`src/rtl/uart_prog_loader.sv`:
```
// UART program loader: receives an A5/LEN/data/SUM frame, writes the data into the
// CPU program RAM and holds the CPU in reset until a checksum-verified load completes.
module uart_prog_loader #(
  parameter int CLK_HZ      = 27_000_000,
  parameter int BAUD        = 115200,
  parameter int TIMEOUT_CYC = 2_700_000
) (
  input  logic       clk,
  input  logic       rst,
  input  logic       uart_rx,
  output logic       wr_en,
  output logic [7:0] wr_addr,
  output logic [7:0] wr_data,
  output logic       cpu_rst_n,
  output logic       loading,
  output logic       load_ok,
  output logic       load_err
);

  localparam int CLKS_PER_BIT = CLK_HZ / BAUD;
  localparam int CW = (CLKS_PER_BIT > 1) ? $clog2(CLKS_PER_BIT) : 1;
  localparam int TW = (TIMEOUT_CYC > 1) ? $clog2(TIMEOUT_CYC) : 1;
  localparam logic [CW-1:0] BIT_LAST  = CW'(CLKS_PER_BIT - 1);
  localparam logic [CW-1:0] HALF_LAST = CW'(CLKS_PER_BIT / 2 - 1);
  localparam logic [TW-1:0] TMO_LAST  = TW'(TIMEOUT_CYC - 1);

  typedef enum logic [1:0] {RX_IDLE, RX_START, RX_DATA, RX_STOP} rx_state_t;
  typedef enum logic [1:0] {S_IDLE, S_LEN, S_DATA, S_SUM} state_t;

  // ---------------- RX front end ----------------
  logic          rx_meta, rx_s, rx_prev;
  rx_state_t     rx_state, rx_next;
  logic [CW-1:0] baud_cnt;
  logic [2:0]    bit_idx;
  logic [7:0]    rx_byte;
  logic          rx_valid, frame_err, bit_tick;

  // NOTE: every register below uses non-blocking assignments so all flops update
  // from the same pre-edge values; blocking here would create order-dependent races.
  always_ff @(posedge clk or negedge rst) begin
    if (!rst) begin
      rx_meta <= 1'b1;
      rx_s    <= 1'b1;
      rx_prev <= 1'b1;
    end else begin
      rx_meta <= uart_rx;
      rx_s    <= rx_meta;
      rx_prev <= rx_s;
    end
  end

  // NOTE: defaults first so every path assigns each signal and no latch is inferred.
  always_comb begin
    rx_next  = rx_state;
    bit_tick = (baud_cnt == ((rx_state == RX_START) ? HALF_LAST : BIT_LAST));
    case (rx_state)
      RX_IDLE:  if (rx_prev && !rx_s) rx_next = RX_START;
      RX_START: if (bit_tick) rx_next = rx_s ? RX_IDLE : RX_DATA;
      RX_DATA:  if (bit_tick && bit_idx == 3'd7) rx_next = RX_STOP;
      RX_STOP:  if (bit_tick) rx_next = RX_IDLE;
      default:  rx_next = RX_IDLE;
    endcase
  end

  always_ff @(posedge clk or negedge rst) begin
    if (!rst) begin
      rx_state  <= RX_IDLE;
      baud_cnt  <= '0;
      bit_idx   <= '0;
      rx_byte   <= '0;
      rx_valid  <= 1'b0;
      frame_err <= 1'b0;
    end else begin
      rx_state  <= rx_next;
      rx_valid  <= 1'b0;
      frame_err <= 1'b0;
      baud_cnt  <= (rx_state == RX_IDLE || bit_tick) ? '0 : baud_cnt + 1'b1;
      if (bit_tick) begin
        case (rx_state)
          RX_START: bit_idx <= '0;
          RX_DATA: begin
            rx_byte <= {rx_s, rx_byte[7:1]};  // LSB arrives first
            bit_idx <= bit_idx + 3'd1;
          end
          RX_STOP: begin
            rx_valid  <= rx_s;
            frame_err <= !rx_s;
          end
          default: ;
        endcase
      end
    end
  end

  // ---------------- Frame FSM ----------------
  state_t        state, state_next;
  logic [8:0]    remaining;
  logic [7:0]    sum;
  logic [TW-1:0] tmo_cnt;
  logic          timeout_hit, abort;

  assign timeout_hit = (tmo_cnt == TMO_LAST) && !rx_valid;

  always_comb begin
    state_next = state;
    abort      = 1'b0;
    case (state)
      S_IDLE: if (rx_valid && rx_byte == 8'hA5) state_next = S_LEN;
      S_LEN:  if (rx_valid) state_next = S_DATA;
      S_DATA: if (rx_valid && remaining == 9'd1) state_next = S_SUM;
      S_SUM:  if (rx_valid) state_next = S_IDLE;
      default: state_next = S_IDLE;
    endcase
    if (state != S_IDLE && (frame_err || timeout_hit)) begin
      abort      = 1'b1;
      state_next = S_IDLE;
    end
  end

  always_ff @(posedge clk or negedge rst) begin
    if (!rst) begin
      state     <= S_IDLE;
      remaining <= '0;
      sum       <= '0;
      tmo_cnt   <= '0;
      wr_en     <= 1'b0;
      wr_addr   <= '0;
      wr_data   <= '0;
      cpu_rst_n <= 1'b1;
      loading   <= 1'b0;
      load_ok   <= 1'b0;
      load_err  <= 1'b0;
    end else begin
      state   <= state_next;
      wr_en   <= 1'b0;
      tmo_cnt <= (state == S_IDLE || rx_valid || abort) ? '0 : tmo_cnt + 1'b1;
      // Address advances after the write it tagged, so the 256th byte lands at 255.
      if (wr_en) wr_addr <= wr_addr + 8'd1;
      if (rx_valid) begin
        case (state)
          S_IDLE: if (rx_byte == 8'hA5) begin
            loading   <= 1'b1;
            cpu_rst_n <= 1'b0;
            load_ok   <= 1'b0;
            load_err  <= 1'b0;
            wr_addr   <= '0;
            sum       <= '0;
          end
          S_LEN:  remaining <= {(rx_byte == 8'd0), rx_byte};
          S_DATA: begin
            wr_en     <= 1'b1;
            wr_data   <= rx_byte;
            sum       <= sum + rx_byte;
            remaining <= remaining - 9'd1;
          end
          S_SUM: begin
            loading <= 1'b0;
            if (rx_byte == sum) begin
              load_ok   <= 1'b1;
              cpu_rst_n <= 1'b1;
            end else begin
              load_err <= 1'b1;
            end
          end
          default: ;
        endcase
      end
      if (abort) begin
        load_err <= 1'b1;
        loading  <= 1'b0;
      end
    end
  end

endmodule

```
`config.mk`:
```
export PLATFORM = sky130hd
export DESIGN_NAME = uart_prog_loader
export DESIGN_NICKNAME = d
export VERILOG_FILES = /design/src/rtl/uart_prog_loader.sv
export SDC_FILE = /design/constraint.sdc
export NUM_CORES = 1
export LEC_CHECK = 0
export ABC_CLOCK_PERIOD_IN_PS = 2700
export CAP_MARGIN = 20
export CORE_ASPECT_RATIO = 2
export CORE_MARGIN = 10
export CORE_UTILIZATION = 25
export DETAILED_ROUTE_END_ITERATION = 12
export GPL_ROUTABILITY_DRIVEN = 0
export GPL_TIMING_DRIVEN = 0
export PLACE_DENSITY = 0.42
export SLEW_MARGIN = 20
export SYNTH_ARGS = -nofsm -noshare
export SYNTH_HDL_FRONTEND = slang
export SYNTH_SLANG_ARGS = --single-unit
```
`constraint.sdc`:
```
create_clock -name clk -period 2.7 [get_ports clk]
set_clock_uncertainty 0.05 [all_clocks]
set_input_delay 0.54 -clock clk [delete_from_list [all_inputs] [get_ports clk]]
set_output_delay 0.54 -clock clk [all_outputs]
set_load 0.01 [all_outputs]
```
==> metrics.md, run 1 <==
| Metric | Value |
|---|---|
| Maxcap violations | 0 |
| Most frequent cells in the layout | dfrtp_1 (84), nor2_1 (60), nand2_1 (24) |
| Final Util | 30.1% |
| I/O Buffers | 23 |
| Top_reg_cell synth | dfrtp_1 |
| CTS Root Cell | clkbuf_16 |
| Wire per inst | 15.2 µm |
| Clock latency on the worst-skew pair | around 0.34 ns |
| Commonest non-fill, non-tap cell in the layout | dfrtp_1 |
| Synth warnings | 0 |
| Largest net degree at the start of global routing | 49 |
| Setup CP Type | reg -> reg |
| CTS sink count | 88 |
| Residual DRC count | 0 |
| Post-CTS Hold Buffers | 0 |
| Post-synthesis sequential area ratio | 48.7% |
| Total GRT Usage | 9.10% |
| Sequential power share | 47.7% |
| Share of layout cells above drive strength 1 | 11.9% |
| Post-DP HPWL | 7.68 mm |
| Slew @ Worst Pin | 0.959 ns |
| Die height | 210 µm |
| I/O Pins | 24 |
| Multi-input logic area | around 2200 µm² |
| Achievable Freq | around 420 MHz |
| Worst setup endpoint | bit_idx[0] |
| Endpoints failing hold | 0 |
| Fillcell total | 1,850 |
| Critical Path RT | between 2 and 3 ns |
| Final Cycle Share | 87.5% |
| Design area | about 5400 µm² |
| CP endpoint kind | flop |
| Routed Wire Length | 10.4 mm |
| # diodes | 0 |
| Detailed-route via count | between 3k and 4k |
| Core area | ~18,000 µm² |
| R2R setup slack | around 0.34 ns |
| Storage element area | ~2200 µm² |
| H-tree depth | 3 |
| Synthesized area per cell | 10.5 µm² |
| Vias in the first global route | 3,561 |
| Status | finished clean |
| Crit start category | flop |
| Final setup viols | 0 |
| Mapped cell area | about 4500 µm² |
| PwrDens | 555 nW/µm² |
| Synth cell types | 60 |
| Bufs on Longest Clock Path | 2 |
| Die W | between 100 and 150 µm |
| First-pass GRT wire length | between 15 and 20 mm |
| Postcts setup bufs | 0 |
| R2R cell count | 7 |
| Antenna-violating nets left | 0 |
| Async S/R FF share, synth | 100% |
| Psw | 733 µW |
| Cell Area, Placed | between 5000 and 6000 µm² |
| Slew Limit Fails | 0 |
| Logic pwr share | 9.8% |
| CTS Buf Count | 9 |
| Nets@finish | 494 |
| Net Count, Synth | approximately 460 |
| TritonCTS clock tree | done |
| Hold WC Path Type | in -> async |
| Clk pwr share | 42.5% |
| Final critical-path required period | between 2 and 2.5 ns |
| Pre-CTS setup slack | approximately 0.35 ns |
| RR Endpoint | bit_idx[0] |
| Pre-antenna DRT Iters | 4 |
| Sw frac | 24.6% |
| Final worst slack | 0.336 ns |
| Die ar. | 24,200 µm² |
| Leakage Power | 2.39 nW |
| Detailed router's first-iteration violation count | 116 |
| CTS resizes | 0 |
| # rows | 69 |
| Via density | 4.90 |
| Initial antenna violation count | 0 |
| Mapped Cells | 433 |
| Overflow after GRT | 0 |
| Worst vdd ir | approximately 0.00031 V |
| RSZ-0062 raised after global routing | false |
| Post-layout power | 2.97 mW |
| Worst path arrival time | ~2.5 ns |
| Post-synth EDFFs | 0 |
| Power Internal | 2.24 mW |
| CP Max Fanout | 10 |
| Synth Register Bits | 88 |
| Area delta synth->final | 18.1% |
| Hold Worst Slack | approximately 0.070 ns |
| Initial cell density of the core | 25.5% |
| Reg clk slew, reported paths | 0.06 ns |
| Slew margin rel. | a little over a third |
-- cells by family (layout without fill, tap and decap cells) --
| family | Yosys count | in the layout | synth area share, % |
|---|---|---|---|
| mux | 22 | 22 | 5.33 |
| buf+inv | 26 | 64 | 2.35 |
| flops | 88 | 88 | 48.7 |
| compound gates | 73 | 73 | 11.2 |
| fa+ha+maj | 23 | 23 | 6.52 |
| simple gates | 163 | 163 | 18.6 |
| xor+xnor | 38 | 38 | 7.35 |
-- worst max-delay path: stages, from the launching register on --
cell	delay (ns)
dfrtp_1	0.41
inv_1	0.11
ha_1	0.22
nand4b_1	0.12
or3_4	0.36
a211oi_4	0.50
nand2_1	0.18
mux2_2	0.30
-- worst min path at each step --
stage,startpoint,to,slack [ns],cells past startpoint
after floorplan,rst,async pin,0.19,0
after global placement,rx_meta,rx_s,0.30,0
after detailed placement,rx_meta,rx_s,0.30,0
after CTS,rst,baud_cnt[1],0.08,1
after global routing,rst,bit_idx[2],0.09,1
final,rst,baud_cnt[1],0.07,1
-- cell usage after synthesis (2+ instances only) --
cell / instances / area [µm²]
o22a_1: 3 / 26.3
nor4b_1: 3 / 26.3
nor4_1: 9 / 56.3
nand2b_1: 2 / 12.5
ha_1: 22 / 275
buf_4: 2 / 15.0
dfrtp_1: 84 / 2100
nand4_1: 9 / 56.3
nand3_1: 19 / 95.1
and2_1: 3 / 18.8
and3_2: 3 / 22.5
or2_2: 2 / 12.5
a21oi_1: 18 / 90.1
a31oi_1: 5 / 31.3
a21bo_2: 2 / 20.0
a31o_2: 2 / 17.5
nor3_1: 7 / 35.0
inv_1: 18 / 67.6
mux2_2: 17 / 191
xnor2_1: 18 / 158
nand2_1: 24 / 90.1
nor2_1: 60 / 225
xor2_1: 20 / 175
o22ai_1: 5 / 31.3
clkbuf_1: 5 / 18.8
dfstp_2: 4 / 105
a22o_1: 7 / 61.3
and3_1: 3 / 18.8
o21a_1: 6 / 45.0
o21ai_0: 12 / 60.1
mux2i_1: 5 / 50.1
a21o_1: 2 / 15.0
and4_1: 5 / 43.8
-- power groups by stage --
stage	combinational, mW	clock, mW	sequential, mW
3_5_place_dp	0.297	0	1.44
2_1_floorplan	0.210	0	1.43
5_1_grt	0.335	1.36	1.42
6_report	0.291	1.26	1.42
3_3_place_gp	0.282	0	1.44
4_1_cts	0.298	1.31	1.42
-- registers in the layout, indices dropped and copies added, names as in the netlist, named ones only --
name / flops
rx_meta: 1
baud_cnt: 8
wr_addr: 8
remaining: 9
rx_state: 1
load_ok: 1
frame_err: 1
state: 2
wr_data: 8
load_err: 1
rx_valid: 1
rx_s: 1
cpu_rst_n: 1
bit_idx: 3
rx_byte: 8
loading: 1
tmo_cnt: 22
wr_en: 1
rx_prev: 1
sum: 8
-- metrics by stage --
step	instances	TNS, ns
floorplan	433	0
global placement	669	-218.95
detailed placement	670	0
CTS	684	0
global route	684	0
finish	684	0
-- final cells by class --
cell class | count | area share [%]
multi-input cells | 319 | 41.4
flip-flops and latches | 88 | 41.2
well taps | 213 | 4.98
repair buffers | 24 | 4.84
clock buffers | 11 | 4.72
inverters | 18 | 1.26
clock inverters | 3 | 0.795
plain buffers | 8 | 0.725
-- layer usage --
metal	GRT usage, %	vias up	wire, µm
li1	-	1611	-
met1	9.14	1681	3890
met2	16.3	36	5800
met3	1.68	23	289
met4	6.13	0	431
met5	0	-	0
No activity file was read; power rests on OpenSTA's default activity.
==> inputs of run 2 (changes only) <==
--- a/config.mk
+++ b/config.mk
@@ -10,11 +10,13 @@
 export CORE_ASPECT_RATIO = 2
 export CORE_MARGIN = 10
 export CORE_UTILIZATION = 25
+export CTS_BUF_LIST = sky130_fd_sc_hd__clkbuf_4 sky130_fd_sc_hd__clkbuf_8 sky130_fd_sc_hd__clkbuf_16
 export DETAILED_ROUTE_END_ITERATION = 12
 export GPL_ROUTABILITY_DRIVEN = 0
 export GPL_TIMING_DRIVEN = 0
-export PLACE_DENSITY = 0.42
+export PLACE_DENSITY = 0.48
 export SLEW_MARGIN = 20
 export SYNTH_ARGS = -nofsm -noshare
 export SYNTH_HDL_FRONTEND = slang
 export SYNTH_SLANG_ARGS = --single-unit
+export TNS_END_PERCENT = 10
==> metrics.md, run 2 (synthesis gave the netlist of run 1 again) <==
| Metric | Value |
|---|---|
| Worst vdd ir | 0.000288 V (-7.8%) |
| TritonCTS clock tree | done |
| Maxcap violations | 0 (unchanged) |
| Placed insts | 670 (unchanged) |
| CTS resizes | 0 (unchanged) |
| Pre-CTS setup slack | 0.331 ns (-0.0183 ns) |
| Area delta synth->final | 18.8% |
| Cell Count, Final, Fillers Out | 687 (+0.44%) |
| Post-DP HPWL | 7.37 mm (-4.1%) |
| Share of layout cells above drive strength 1 | 12.2% (+0.35 points) |
| Worst path arrival time | 2.56 ns (+0.02 ns) |
| Setup CP Type | reg -> reg |
| Cell Chain, Critical Path | inv_1, ha_1, nand4b_1, or3_4, a211oi_4, nand2_1, mux2_2 |
| CP Max Fanout | 10 (unchanged) |
| Bufs on Longest Clock Path | 2 (unchanged) |
| Total GRT Usage | 8.58% (-0.51 points) |
| Crit start category | flop |
| Commonest non-fill, non-tap cell in the layout | dfrtp_1 |
| Final Cycle Share | 88.1% (+0.53 points) |
| CTS Root Cell | clkbuf_16 |
| Overflow after GRT | 0 (unchanged) |
| Initial cell density of the core | 25.5% (unchanged) |
| CP max stage cell | a211oi_4 |
| Worst path max stage delay | 0.49 ns (about the same) |
| CTS Buf Count | 9 (unchanged) |
| CP delay by family, top | simple AND/OR/NAND/NOR gates |
| Wire per inst | 14.6 µm (-3.8%) |
| Initial antenna violation count | 0 (unchanged) |
| Die W | 115 µm (unchanged) |
| Slew Limit Fails | 0 (unchanged) |
| I/O Pins | 24 (unchanged) |
| First-pass GRT wire length | 17.0 mm (-4.1%) |
| Buffers plus inverters on the worst setup path | 1 (unchanged) |
| Die ar. | 24,200 µm² (unchanged) |
| I/O Buffers | 23 (unchanged) |
| PwrDens | 568 nW/µm² (+2.2%) |
| Status | finished clean |
| Endpoints failing hold | 0 (unchanged) |
| Detailed router's first-iteration violation count | 152 (+31%) |
| H-tree depth | 3 (unchanged) |
| Final worst slack | 0.322 ns (-0.0143 ns) |
| Top reg by flops | tmo_cnt |
| Leakage Power | 2.40 nW (+0.53%) |
| Clock latency on the worst-skew pair | 0.35 ns (about the same) |
| Sum of negative setup slack | 0 ns (unchanged) |
| Hold WC Path Type | reg -> reg |
| Slew margin rel. | 41.2% (+5.7 points) |
| Residual DRC count | 0 (unchanged) |
| Critical Path RT | 2.88 ns (about the same) |
| Slew @ Worst Pin | 0.874 ns (-0.0842 ns) |
| Worst Hold Launch | rx_meta |
| Achievable Freq | 421 MHz (-0.60%) |
| Routed Wire Length | 10.1 mm (-3.4%) |
| # diodes | 0 (unchanged) |
| Via density | 4.84 (-1.3%) |
| Hold Worst Slack | 0.305 ns (+0.235 ns) |
| Core area | 17,800 µm² (unchanged) |
| Detailed-route via count | 3,322 (-0.87%) |
| Most frequent cells in the layout | dfrtp_1 (84), nor2_1 (60), nand2_1 (24) |
| Die height | 210 µm (unchanged) |
| Biggest registers after layout | tmo_cnt (22), remaining (9) |
| RSZ-0062 raised after global routing | false |
| Nets@finish | 495 (+0.20%) |
| # rows | 69 (unchanged) |
| Antenna-violating nets left | 0 (unchanged) |
| CP endpoint kind | flop |
| Pre-antenna DRT Iters | 4 (unchanged) |
| Largest net degree at the start of global routing | 73 (+49%) |
| Final critical-path required period | 2.38 ns (+0.0143 ns) |
| CTS sink count | 88 (unchanged) |
| Reg clk slew, reported paths | 0.06 ns (about the same) |
| Final Util | 30.3% (+0.18 points) |
| Max reg flops | 22 (unchanged) |
| Vias in the first global route | 3,439 (-3.4%) |
| Final setup viols | 0 (unchanged) |
[run 2: cell count changes in the layout (fill, tap and decap cells not counted), sizes merged]
cell         previous run  this run
dlygate4sd3             0         1
clkinvlp                1         2
clkinv                  1         2
bufinv                  1         2
clkbuf                 16        15
[run 2: final timing paths]
| kind | end | slack [ns] | depth (start not counted) |
|---|---|---|---|
| min in group asynchronous | wr_addr[0] | 0.53 | 2 |
| max in group asynchronous | rx_s | 1.41 | 3 |
| worst max-delay path | bit_idx[0] | 0.32 | 7 |
| worst min register to register | rx_s | 0.30 | 0 |
| worst max register to register | bit_idx[0] | 0.32 | 7 |
| worst min-delay path | rx_s | 0.30 | 0 |
[run 2: worst reg2reg max path: stages (launching register included)]
cell,delay (ns)
dfrtp_1,0.40
inv_1,0.10
ha_1,0.24
nand4b_1,0.14
or3_4,0.36
a211oi_4,0.49
nand2_1,0.19
mux2_2,0.30
[run 2: layout make-up]
cell class | instances | area, µm²
Tap cell | 213 | 267
Multi-Input combinational cell | 319 | 2220
Timing Repair Buffer | 25 | 269
Sequential cell | 88 | 2210
Buffer | 8 | 38.8
Inverter | 18 | 67.6
Clock inverter | 6 | 85.1
Fill cell | 1829 | 12400
Clock buffer | 10 | 233
[run 2: per-stage QoR]
stage	cell area (µm²)	total power [mW]
finish	5380	3.06
global route	5380	3.20
CTS	5380	3.11
detailed placement	5060	1.75
global placement	5030	1.72
floorplan	4530	1.64
[run 2: repair_timing]
item                                   in CTS  in global routing
hold buffers                                1                  0
endpoints found under the hold margin      15                  0
setup endpoints to repair                   0                  0
buffers inserted                            0                  0
[run 2: where the power goes]
| part | leakage, nW | internal [mW] | switching, mW |
|---|---|---|---|
| combinational | 1.04 | 0.124 | 0.172 |
| clock | 0.152 | 0.818 | 0.525 |
| sequential | 1.21 | 1.36 | 0.0569 |
[run 2: metal layers]
| layer | wire [µm] | share of wire (%) | global-route usage [%] |
|---|---|---|---|
| met2 | 5500 | 55 | 15.1 |
| met1 | 4090 | 41 | 9.38 |
| met3 | 231 | 2.3 | 1.51 |
| met5 | 0 | 0 | 0 |
| met4 | 222 | 2.2 | 4.72 |
